**config.mk**
```make
export PLATFORM = sky130hd
export DESIGN_NAME = regfile_dump_reader
export DESIGN_NICKNAME = d
export VERILOG_FILES = /design/src/rtl/regfile_dump_reader.sv
export SDC_FILE = /design/constraint.sdc
export NUM_CORES = 1
export LEC_CHECK = 0
export ABC_AREA = 1
export CAP_MARGIN = 30
export CORE_ASPECT_RATIO = 1.4
export CORE_UTILIZATION = 49
export CTS_BUF_LIST = sky130_fd_sc_hd__clkbuf_4
export CTS_CLUSTER_DIAMETER = 120
export DETAILED_ROUTE_END_ITERATION = 8
export PLACE_DENSITY = 0.83
export SLEW_MARGIN = 20
export SYNTH_ARGS = -nofsm -noshare
export SYNTH_HDL_FRONTEND = slang
export SYNTH_SLANG_ARGS = --single-unit
```
**constraint.sdc**
```tcl
create_clock -name clock_in -period 3.4 [get_ports clock_in]
set_input_delay 0.68 -clock clock_in [delete_from_list [all_inputs] [get_ports clock_in]]
set_output_delay 0.68 -clock clock_in [all_outputs]
set_load 0.01 [all_outputs]
```
**src/rtl/regfile_dump_reader.sv**
```systemverilog
// Sequential read-out engine: walks the register file two registers at a time and
// streams each snapshotted value over a valid/ready port tagged with its index.
module regfile_dump_reader #(
   parameter int NUM_REGS = 32,
   parameter int ADDR_W   = 5
) (
   input  logic              clock_in,
   input  logic              reset,
   input  logic              start,
   output logic [ADDR_W-1:0] readReg1,
   output logic [ADDR_W-1:0] readReg2,
   input  logic [31:0]       readData1,
   input  logic [31:0]       readData2,
   output logic              out_valid,
   input  logic              out_ready,
   output logic [31:0]       out_data,
   output logic [ADDR_W-1:0] out_index,
   output logic              busy,
   output logic              done
);

   typedef enum logic [2:0] {
      IDLE  = 3'd0,
      READ  = 3'd1,
      SEND0 = 3'd2,
      SEND1 = 3'd3,
      DONE  = 3'd4
   } state_t;

   localparam logic [ADDR_W-1:0] LAST_IDX = ADDR_W'(NUM_REGS - 1);

   state_t            state_r;
   logic [ADDR_W-2:0] pairCnt_r;
   logic [31:0]       buf1_r;
   logic [ADDR_W-2:0] pairNext_s;

   // Index of the pair that follows the one currently being sent.
   assign pairNext_s = pairCnt_r + {{(ADDR_W-2){1'b0}}, 1'b1};

   // Dump sequencer; out_data doubles as the even-word snapshot buffer.
   always_ff @(posedge clock_in or posedge reset) begin
      if (reset) begin
         state_r   <= IDLE;
         pairCnt_r <= {(ADDR_W-1){1'b0}};
         buf1_r    <= 32'h0000_0000;
         readReg1  <= {ADDR_W{1'b0}};
         readReg2  <= {ADDR_W{1'b0}};
         out_valid <= 1'b0;
         out_data  <= 32'h0000_0000;
         out_index <= {ADDR_W{1'b0}};
         busy      <= 1'b0;
         done      <= 1'b0;
      end else begin
         case (state_r)
            IDLE: begin
               done <= 1'b0;
               if (start) begin
                  state_r   <= READ;
                  pairCnt_r <= {(ADDR_W-1){1'b0}};
                  readReg1  <= {ADDR_W{1'b0}};
                  readReg2  <= {{(ADDR_W-1){1'b0}}, 1'b1};
                  busy      <= 1'b1;
               end else begin
                  readReg1 <= {ADDR_W{1'b0}};
                  readReg2 <= {ADDR_W{1'b0}};
                  busy     <= 1'b0;
               end
            end
            READ: begin
               out_data  <= readData1;
               buf1_r    <= readData2;
               out_index <= readReg1;
               out_valid <= 1'b1;
               state_r   <= SEND0;
            end
            SEND0: begin
               if (out_ready) begin
                  out_data  <= buf1_r;
                  out_index <= readReg2;
                  state_r   <= SEND1;
               end else begin
                  state_r <= SEND0;
               end
            end
            SEND1: begin
               if (out_ready) begin
                  out_valid <= 1'b0;
                  if (readReg2 == LAST_IDX) begin
                     state_r <= DONE;
                     done    <= 1'b1;
                  end else begin
                     pairCnt_r <= pairNext_s;
                     readReg1  <= {pairNext_s, 1'b0};
                     readReg2  <= {pairNext_s, 1'b1};
                     state_r   <= READ;
                  end
               end else begin
                  state_r <= SEND1;
               end
            end
            DONE: begin
               done     <= 1'b0;
               busy     <= 1'b0;
               readReg1 <= {ADDR_W{1'b0}};
               readReg2 <= {ADDR_W{1'b0}};
               state_r  <= IDLE;
            end
            default: begin
               state_r   <= IDLE;
               out_valid <= 1'b0;
               busy      <= 1'b0;
               done      <= 1'b0;
               readReg1  <= {ADDR_W{1'b0}};
               readReg2  <= {ADDR_W{1'b0}};
            end
         endcase
      end
   end

endmodule

```
==> flow_summary.yaml <==
status:
  status: "finished clean"
global_routing:
  grtUsageMet2_pct: 41.02
  grt_max_degree: 65
  grt_pass1_wl_um: 15550
  grt_pass1_vias: 3449
  track_usage_pct: 23.95
  antenna_found_initial: 0
  globalRouteMet1Util_pct: 28.50
  top_usage_layer: "met2"
  overflow: 0
  grt_util_met3_pct: 4.746
worst_setup_path:
  start_kind: "register"
  worstSetupPathType: "reg -> reg"
  arrival_ns: 2.82
  crit_chain: "nor2_4 > nand2_4 > inv_2 > nand2_2 > nand2_4 > inv_2 > nand2_1 > nand2_1"
  slowest_delay_ns: 0.54
  reg2regPathDepth: 8
  crit_end: "out_data[19]$_DFFE_PP0P_"
  startpoint: "state_r[0]$_DFFE_PP0P_"
  slowest_stage: "dfrtp_1"
  end_kind: "register"
  critPathRequiredTime_ns: 3.77
  r2r-end: "out_data[19]$_DFFE_PP0P_"
  crit_fanout: 64
  r2r_start: "state_r[0]$_DFFE_PP0P_"
  rrSetupSlack_ns: 0.96
synthesis:
  synthSimpleGateAreaFrac_pct: 27.87
  synth_ff_type: "dfrtp_1"
  synth_cells: 490
  yosys.area.top_type_share_pct: 55.68
  ys_seq_elements: 87
  ys_top_cells_by_count: "nand2_1, dfrtp_1, o21ai_0"
  syn-num-nets: 559
  synth_top_family_by_area: "simple AND/OR/NAND/NOR gates"
  yosysSeqAreaShare_pct: 55.68
  synthXorXnorAreaFrac_pct: 0
  synth_async_sr_flop_share_pct: 100.0
  yosys_warnings: 0
  synth_compound_gate_area_share_pct: 7.808
  synth_most_common_cell: "nand2_1"
  synth_area_leader_cell: "dfrtp_1"
  netlist_area_sq_um: 3910
  synthMuxAreaShare_pct: 0
  syn_avg_cell_area_sq_um: 7.980
  yosysUniqueCellTypes: 21
  yosys.area_share.adder_pct: 0.3200
  synthTopCellsByArea: "dfrtp_1, nand2_1, o21ai_0, inv_1, buf_6"
  synth-edff-count: 0
route:
  dr.pass1.iters: 4
  drt_iter0_markers: 212
  avgRoutedWirePerCell_um: 13.19
  routed-via-count: 3504
  route.detailed.drc: 0
  vias_per_cell: 4.999
  routed_wl_um: 9244
  ant_nets: 0
sta:
  min_period_over_period_pct: 71.90
  max_freq_ghz: 0.4091
  fin_hold_ws_ns: 0.4806
  worst_pin_slew_ns: 0.7364
  rsz0062_at_grt: "no"
  skew_ns: 0.01379
  min_period_ns: 2.445
  tns_ns: 0
  slew_viol_final: 0
  setup_slack_ns: 0.9554
  slew_headroom_pct: 50.85
  setup_viol: 0
  finalHoldViolCount: 0
cells_and_area:
  final_nets: 666
  instances_no_fill: 701
  syn_to_final_growth_pct: 32.77
  multi_input_area_sq_um: 1411
  n_antenna_cell: 0
  drive_gt1_share_pct: 4.659
  n_fill_cell: 647
  regArea_sq_um: 2177
  design_area_sq_um: 5191
floorplanning:
  core_area_sq_um: 7750
  die_y_um: 107.7
  ios: 118
  die_w_um: 77.50
  initial_core_util_pct: 50.45
  dieArea_sq_um: 8346
  num_rows: 38
pwr:
  p_per_area_nw_per_um2: 842.8
  irDropWorstVdd_mv: 0.5965
  power.leakage_nw: 2.636
place:
  numPortBuffers: 116
  hpwl_um: 6580
  place_congestion: 0.9723
  place_inst: 686
  dp_slack_ns: 0.9629
  detailed_place.area_sq_um: 5061
clock_network:
  cts-htree-levels: 3
  cts_buffers: 9
  cts_num_sinks: 87
  cts_root_buf: "clkbuf_4"
  postCtsSetupBuffers: 0
  postCtsHoldBufs: 0
  clk_latency_ns: 0.43
  path_clk_slew_ns: 0.13
  cts_tree: "built"
  cts_resized: 0
  clock_path_buffers: 2
run:
  cap_violations: 0
worst_hold_path:
  hold_path.class: "reg -> reg"
  min_delay_path_depth: 2
## registers in the layout (all words and copies together), names as in the netlist
signal	cells
readReg1	4
buf1_r	32
pairCnt_r	4
state_r	3
out_data	32
readReg2	4
out_index	5
busy	1
out_valid	1
done	1
## how the worst min path moves through the flow
stage | from | endpoint | slack, ns
2_1_floorplan | pairCnt_r[3]$_DFFE_PP0P_ | pairCnt_r[3]$_DFFE_PP0P_ | 0.44
3_3_place_gp | out_index[2]$_DFFE_PP0P_ | out_index[2]$_DFFE_PP0P_ | 0.45
3_5_place_dp | out_index[2]$_DFFE_PP0P_ | out_index[2]$_DFFE_PP0P_ | 0.46
4_1_cts | out_index[2]$_DFFE_PP0P_ | out_index[2]$_DFFE_PP0P_ | 0.49
5_1_grt | out_data[28]$_DFFE_PP0P_ | out_data[28]$_DFFE_PP0P_ | 0.50
6_report | out_index[3]$_DFFE_PP0P_ | out_index[3]$_DFFE_PP0P_ | 0.48
## worst max-delay path, delay by kind of cell, from the launching register on
kind / cells / cell delay (ns)
buf+inv: 2 / 0.74
simple gates: 6 / 1.09
flops: 1 / 0.54
## metal layers
metal  vias to the layer above  wire length [um]
met5                         -                 0
met4                         0               308
met3                        24               573
met2                       136              4677
met1                      1632              3685
li1                       1712                 -
## stage by stage
stage	utilization, %	total power, W
floorplan	-	0.003086
global placement	65.31	0.003735
detailed placement	65.31	0.003833
CTS	66.98	0.004403
global route	66.98	0.004764
finish	66.98	0.004375
## power breakdown
group / leakage, nW / switching [W] / internal (W)
combinational: 1.47 / 0.00121 / 0.000850
sequential: 1.10 / 0.000263 / 0.00149
clock: 0.0727 / 0.000331 / 0.000235
total: 2.64 / 0.00180 / 0.00257
## placed cells by master, fill, tap and decap left out, drive strengths merged
| master | instances |
|---|---|
| nand2 | 252 |
| clkdlybuf4s50 | 116 |
| dfrtp | 87 |
| o21ai | 57 |
| inv | 41 |
| clkbuf | 11 |
| nand3 | 11 |
| nor2 | 11 |
| a21oi | 4 |
| clkinv | 3 |
| buf | 2 |
| nand4 | 1 |
| nor4 | 1 |
| ha | 1 |
| conb | 1 |
| clkinvlp | 1 |
| bufinv | 1 |
## layout make-up
class	count	share of cell area, %
Inverter	42	3.061
Tap cell	100	2.410
Clock buffer	11	1.591
Multi-Input combinational cell	339	27.19
Sequential cell	87	41.94
Clock inverter	4	0.9159
Timing Repair Buffer	118	22.90
## cells by family after synthesis
family,after synthesis
fa+ha+maj,1
other cells,1
compound gates,61
buf+inv,64
simple gates,276
flops,87
Note: power is estimated with default switching activity, not from simulation.
